## src/rtl/vga_sync_gen.sv

```systemverilog
// vga_sync_gen: pixel strobe, scan counters and sync pulses for a 640x480 @ 60 Hz
// VGA frame. The system clock is divided by TICK_DIV to form the pixel strobe.
// Optional feature macro: VGA_SYNC_SECOND_TICK_EN adds a frame counter that
// produces a once-per-second strobe on sec_tick. Without it sec_tick is tied low.
module vga_sync_gen #(
  parameter int TICK_DIV       = 2,
  parameter int H_DISPLAY      = 640,
  parameter int H_FRONT        = 16,
  parameter int H_RETRACE      = 96,
  parameter int H_BACK         = 48,
  parameter int V_DISPLAY      = 480,
  parameter int V_FRONT        = 10,
  parameter int V_RETRACE      = 2,
  parameter int V_BACK         = 33,
  parameter int FRAMES_PER_SEC = 60
) (
  input  logic       clk,
  input  logic       reset_n,
  output logic       pixel_tick,
  output logic [9:0] pix_x,
  output logic [9:0] pix_y,
  output logic       video_on,
  output logic       hsync_n,
  output logic       vsync_n,
  output logic       frame_tick,
  output logic       sec_tick
);

  localparam int DIV_W   = (TICK_DIV > 2) ? $clog2(TICK_DIV) : 1;
  localparam int H_TOTAL = H_DISPLAY + H_FRONT + H_RETRACE + H_BACK;
  localparam int V_TOTAL = V_DISPLAY + V_FRONT + V_RETRACE + V_BACK;

  localparam logic [DIV_W-1:0] DIV_LAST = DIV_W'(TICK_DIV - 1);
  localparam logic [9:0] H_LAST   = 10'(H_TOTAL - 1);
  localparam logic [9:0] V_LAST   = 10'(V_TOTAL - 1);
  localparam logic [9:0] H_VIS    = 10'(H_DISPLAY);
  localparam logic [9:0] V_VIS    = 10'(V_DISPLAY);
  localparam logic [9:0] HS_FIRST = 10'(H_DISPLAY + H_FRONT);
  localparam logic [9:0] HS_LAST  = 10'(H_DISPLAY + H_FRONT + H_RETRACE - 1);
  localparam logic [9:0] VS_FIRST = 10'(V_DISPLAY + V_FRONT);
  localparam logic [9:0] VS_LAST  = 10'(V_DISPLAY + V_FRONT + V_RETRACE - 1);

  logic [DIV_W-1:0] r_div;
  logic [9:0]       r_h;
  logic [9:0]       r_v;
  logic             r_hsync_n;
  logic             r_vsync_n;
  logic [9:0]       w_h_next;
  logic [9:0]       w_v_next;
  logic             w_tick;
  logic             w_frame_tick;

  assign w_tick = (r_div == DIV_LAST);

  // Pixel-rate divider: counts 0..TICK_DIV-1, the last count is the strobe.
  always_ff @(posedge clk or negedge reset_n) begin
    if (!reset_n) begin
      r_div <= '0;
    end else if (w_tick) begin
      r_div <= '0;
    end else begin
      r_div <= r_div + DIV_W'(1);
    end
  end

  // Next-state scan position; holds unless the pixel strobe is active.
  always_comb begin
    w_h_next = r_h;
    w_v_next = r_v;
    if (w_tick) begin
      if (r_h == H_LAST) begin
        w_h_next = '0;
        if (r_v == V_LAST) begin
          w_v_next = '0;
        end else begin
          w_v_next = r_v + 10'd1;
        end
      end else begin
        w_h_next = r_h + 10'd1;
      end
    end
  end

  // Counters and syncs share one edge: syncs decode the next position so they
  // line up with pix_x/pix_y with no skew and come straight from flops.
  always_ff @(posedge clk or negedge reset_n) begin
    if (!reset_n) begin
      r_h       <= '0;
      r_v       <= '0;
      r_hsync_n <= 1'b1;
      r_vsync_n <= 1'b1;
    end else begin
      r_h       <= w_h_next;
      r_v       <= w_v_next;
      r_hsync_n <= !((w_h_next >= HS_FIRST) && (w_h_next <= HS_LAST));
      r_vsync_n <= !((w_v_next >= VS_FIRST) && (w_v_next <= VS_LAST));
    end
  end

  assign w_frame_tick = w_tick && (r_h == H_LAST) && (r_v == V_LAST);

  assign pixel_tick = w_tick;
  assign pix_x      = r_h;
  assign pix_y      = r_v;
  assign video_on   = (r_h < H_VIS) && (r_v < V_VIS);
  assign hsync_n    = r_hsync_n;
  assign vsync_n    = r_vsync_n;
  assign frame_tick = w_frame_tick;

`ifdef VGA_SYNC_SECOND_TICK_EN
  localparam int FC_W = (FRAMES_PER_SEC > 2) ? $clog2(FRAMES_PER_SEC) : 1;
  localparam logic [FC_W-1:0] FC_LAST = FC_W'(FRAMES_PER_SEC - 1);

  logic [FC_W-1:0] r_fc;

  // Frame counter: advances once per frame, wraps after FRAMES_PER_SEC frames.
  always_ff @(posedge clk or negedge reset_n) begin
    if (!reset_n) begin
      r_fc <= '0;
    end else if (w_frame_tick) begin
      if (r_fc == FC_LAST) begin
        r_fc <= '0;
      end else begin
        r_fc <= r_fc + FC_W'(1);
      end
    end
  end

  assign sec_tick = w_frame_tick && (r_fc == FC_LAST);
`else
  assign sec_tick = 1'b0;
`endif

endmodule

```

## config.mk

```make
export PLATFORM = sky130hd
export DESIGN_NAME = vga_sync_gen
export DESIGN_NICKNAME = d
export VERILOG_FILES = /design/src/rtl/vga_sync_gen.sv
export SDC_FILE = /design/constraint.sdc
export NUM_CORES = 1
export LEC_CHECK = 0
export CORE_MARGIN = 5
export CORE_UTILIZATION = 45
export DETAILED_ROUTE_END_ITERATION = 10
export DONT_BUFFER_PORTS = 1
export SETUP_SLACK_MARGIN = 0.1
export SLEW_MARGIN = 20
export SYNTH_ARGS = -nofsm -noshare
export SYNTH_HDL_FRONTEND = slang
export SYNTH_SLANG_ARGS = --single-unit
```

## constraint.sdc

```tcl
create_clock -name clk -period 5.2 [get_ports clk]
set_input_delay 0.52 -clock clk [delete_from_list [all_inputs] [get_ports clk]]
set_output_delay 0.52 -clock clk [all_outputs]
set_load 0.02 [all_outputs]
```

==> impl_metrics.toml <==
[sta]
finalCritPeriodShare = 0.5501
drv_slew = 0
rsz0062_at_grt = "no"
min_period_ns = 2.860
slew_headroom = 0.5784
tns_ns = 0
tightest_slew_ns = 0.6276
final-setup-viol-count = 0
fin_worst_skew_ns = 0.004154
fmax_mhz = 349.6
timing_hold_violations_final = 0

[global_routing]
grt_pass1_wl_um = 5106
grt_pass1_vias = 1088
grt_max_degree = 22
gr-usage-all-layers = 0.1529
grt_overflow = 0
antenna_found_initial = 0

[synth]
synth_ff_type = "dfrtp_1"
ys_types = 43
yosysWarningCount = 0
synth_top_area_share = 0.3981
ys_ff_latch = 23
ys_top_cells_by_count = "21 x dfrtp_1, 18 x nand2_1, 6 x nand4_1, 6 x nor2_1, 6 x o21ai_0"
yosysMostFrequentCell = "dfrtp_1"
yosysSeqAreaShare = 0.4379
syn_avg_cell_area_sq_um = 9.778
synthesis.area_sq_um = 1320
synth_nets = 140
synth_edf_count = 0
synth_top_area_cell = "dfrtp_1"
synthArstFlopShare = 1.000
synth_area_leaders = "dfrtp_1 40%, nand2_1 5.1%, dfstp_2 4.0%"
synth_cells = 135

[cts]
cts_tree = "yes"
cts_made_buffers = 3
postCtsResizedCells = 0
cts_root_buf = "clkbuf_4"
clkSlewWorstSetupHoldPaths_ns = 0.13
postCtsSetupBuffers = 0
clockBufferDepth = 2
cts.sinks = 23
htreeDepth = 1
clk_latency_ns = 0.30

[setup_path]
crit_path_end = "frame_tick"
arrival_ns = 2.34
crit_type = "reg -> out"
crit_fanout = 7
setup.worst_path.end_class = "output port"
worstReg2RegEnd = "vsync_n"
start_kind = "flop"
r2r_cells = 6
reg2reg_slack_ns = 2.63
crit_slowest_cell = "dfrtp_1"
path_cells = "ha_1 > nor4b_2 > nand3_1 > nor2_1"
max_stage_delay_ns = 0.58
cp_data_required_time_ns = 4.68
regToRegStartpoint = "pix_x[0]"
startpoint = "pix_x[0]"

[placed_design]
gp_congestion = 0.8816
port_buffers = 0
hpwl_um = 2168

[routing]
firstDrtPassIters = 4
finalWirelength_um = 2956
postRouteAntennaNets = 0
drc = 0
first_iter_violations = 45
via_count = 1059
wl_per_cell_um = 17.60
viasPerCell = 6.304

[power]
clkPwrFrac = 0.311
p_per_area_nw_per_um2 = 193.1
p_int_mw = 0.2091
ir_drop_mv = 0.1735
p_sw_frac = 0.2125
p_seq_frac = 0.674
p_switching_mw = 0.05641
combPwrFrac = 0.016
p_total_mw = 0.2655
p_leak_nw = 0.5618

[floorplan]
rows = 19
design.core.area_sq_um = 2781
fp.dieW_um = 64.16
die_h_um = 64.16
dieArea_sq_um = 4117
start_util = 0.4746
boundaryPins = 28

[final_layout]
nets = 143
area_delta_synth_final_pct = 4.171
antenna_cells = 0
fill_cells = 274
drive_above_1_share = 0.1095

[hold_path]
hold_path.class = "in -> async"

[outcome]
outcome = "finished clean"

[run]
cap_violations = 0
[cell usage in the layout, fill, tap and decap left out, types with 2 or more instances in the layout]
| cell type | n |
|---|---|
| dfrtp_1 | 21 |
| nand2_1 | 18 |
| nand4_1 | 6 |
| nor2_1 | 6 |
| o21ai_0 | 6 |
| nand3_1 | 5 |
| inv_1 | 5 |
| xnor2_1 | 5 |
| and4_1 | 4 |
| nor3_1 | 4 |
| a21oi_1 | 3 |
| o31ai_1 | 3 |
| xor2_1 | 3 |
| o21a_1 | 3 |
| ha_1 | 3 |
| clkbuf_4 | 3 |
| and2_1 | 2 |
| a21o_1 | 2 |
| nand2b_1 | 2 |
| a31oi_1 | 2 |
| nor4_1 | 2 |
| or2_2 | 2 |
| mux2i_1 | 2 |
| and3_1 | 2 |
| a41oi_1 | 2 |
| nand4b_1 | 2 |
| dfstp_2 | 2 |
[worst max-delay path: cells and delay by family (launching register included)]
| family | cells | cell delay (ns) |
|---|---|---|
| AND/OR/NAND/NOR | 3 | 1.15 |
| flip-flops | 1 | 0.58 |
| adder cells (fa/ha/maj) | 1 | 0.30 |
[logic make-up after synthesis]
kind of cell             after synthesis  share of synthesized area
AO/OA/AOI/OAI                         27                     0.1450
XOR/XNOR                               8                    0.05308
adder cells (fa/ha/maj)                3                    0.02844
buffers and inverters                  8                    0.02560
flip-flops                            23                     0.4379
multiplexers                           3                    0.02370
other                                  1                   0.002841
AND/OR/NAND/NOR                       62                     0.2834
[layer usage]
layer,track usage,part of all wire,vias to the layer above
li1,-,-,506
met1,0.1815,0.42,520
met2,0.2563,0.50,29
met3,0.03853,0.065,4
met4,0.07379,0.012,0
met5,0,0,-
[how the worst min path moves through the flow]
stage | to | depth (start not counted) | from | slack (ns)
finish | vsync_n | 0 | reset_n | 0.04
global route | vsync_n | 0 | reset_n | 0.01
CTS | vsync_n | 0 | reset_n | 0.02
detailed placement | pix_y[8] | 0 | reset_n | 0.23
global placement | pix_y[8] | 0 | reset_n | 0.23
floorplan | pix_x[0] | 0 | reset_n | 0.22
[registers in the layout, summed over array words and instances, names as in the netlist]
signal and cells:
pix_y 10, pixel_tick 1, pix_x 10, vsync_n 1, hsync_n 1
[per-stage QoR]
stage	util	cells	worst slack [ns]	hold WS (ns)	cell area, sq um
floorplan	-	135	2.898	0.2244	1320
global placement	0.4831	163	2.684	0.2251	1344
detailed placement	0.4831	163	2.617	0.2252	1344
CTS	0.4962	168	2.308	0.02256	1380
global route	0.4944	168	2.093	0.01232	1375
finish	0.4944	168	2.340	0.03856	1375
[final cells by class]
type                            count  area (sq um)  share of cell area
Tap cell                           31         38.79             0.02821
Clock buffer                        4         26.28             0.01911
Inverter                            5         18.77             0.01365
Sequential cell                    23         578.1              0.4204
Multi-Input combinational cell    104         708.2              0.5150
Timing Repair Buffer                1         5.005            0.003640
[what timing repair did]
item	CTS	global route
hold buffers	1	0
setup endpoints to repair	0	0
endpoints found under the hold margin	21	0
[power groups by stage]
stage,registers (mW),logic [mW],clock network (mW)
floorplan,0.182,0.00120,0
global placement,0.182,0.000623,0
detailed placement,0.182,0.000623,0
CTS,0.179,0.00468,0.0871
global route,0.179,0.00485,0.0941
finish,0.179,0.00412,0.0824
No activity file was read; power rests on OpenSTA's default activity.
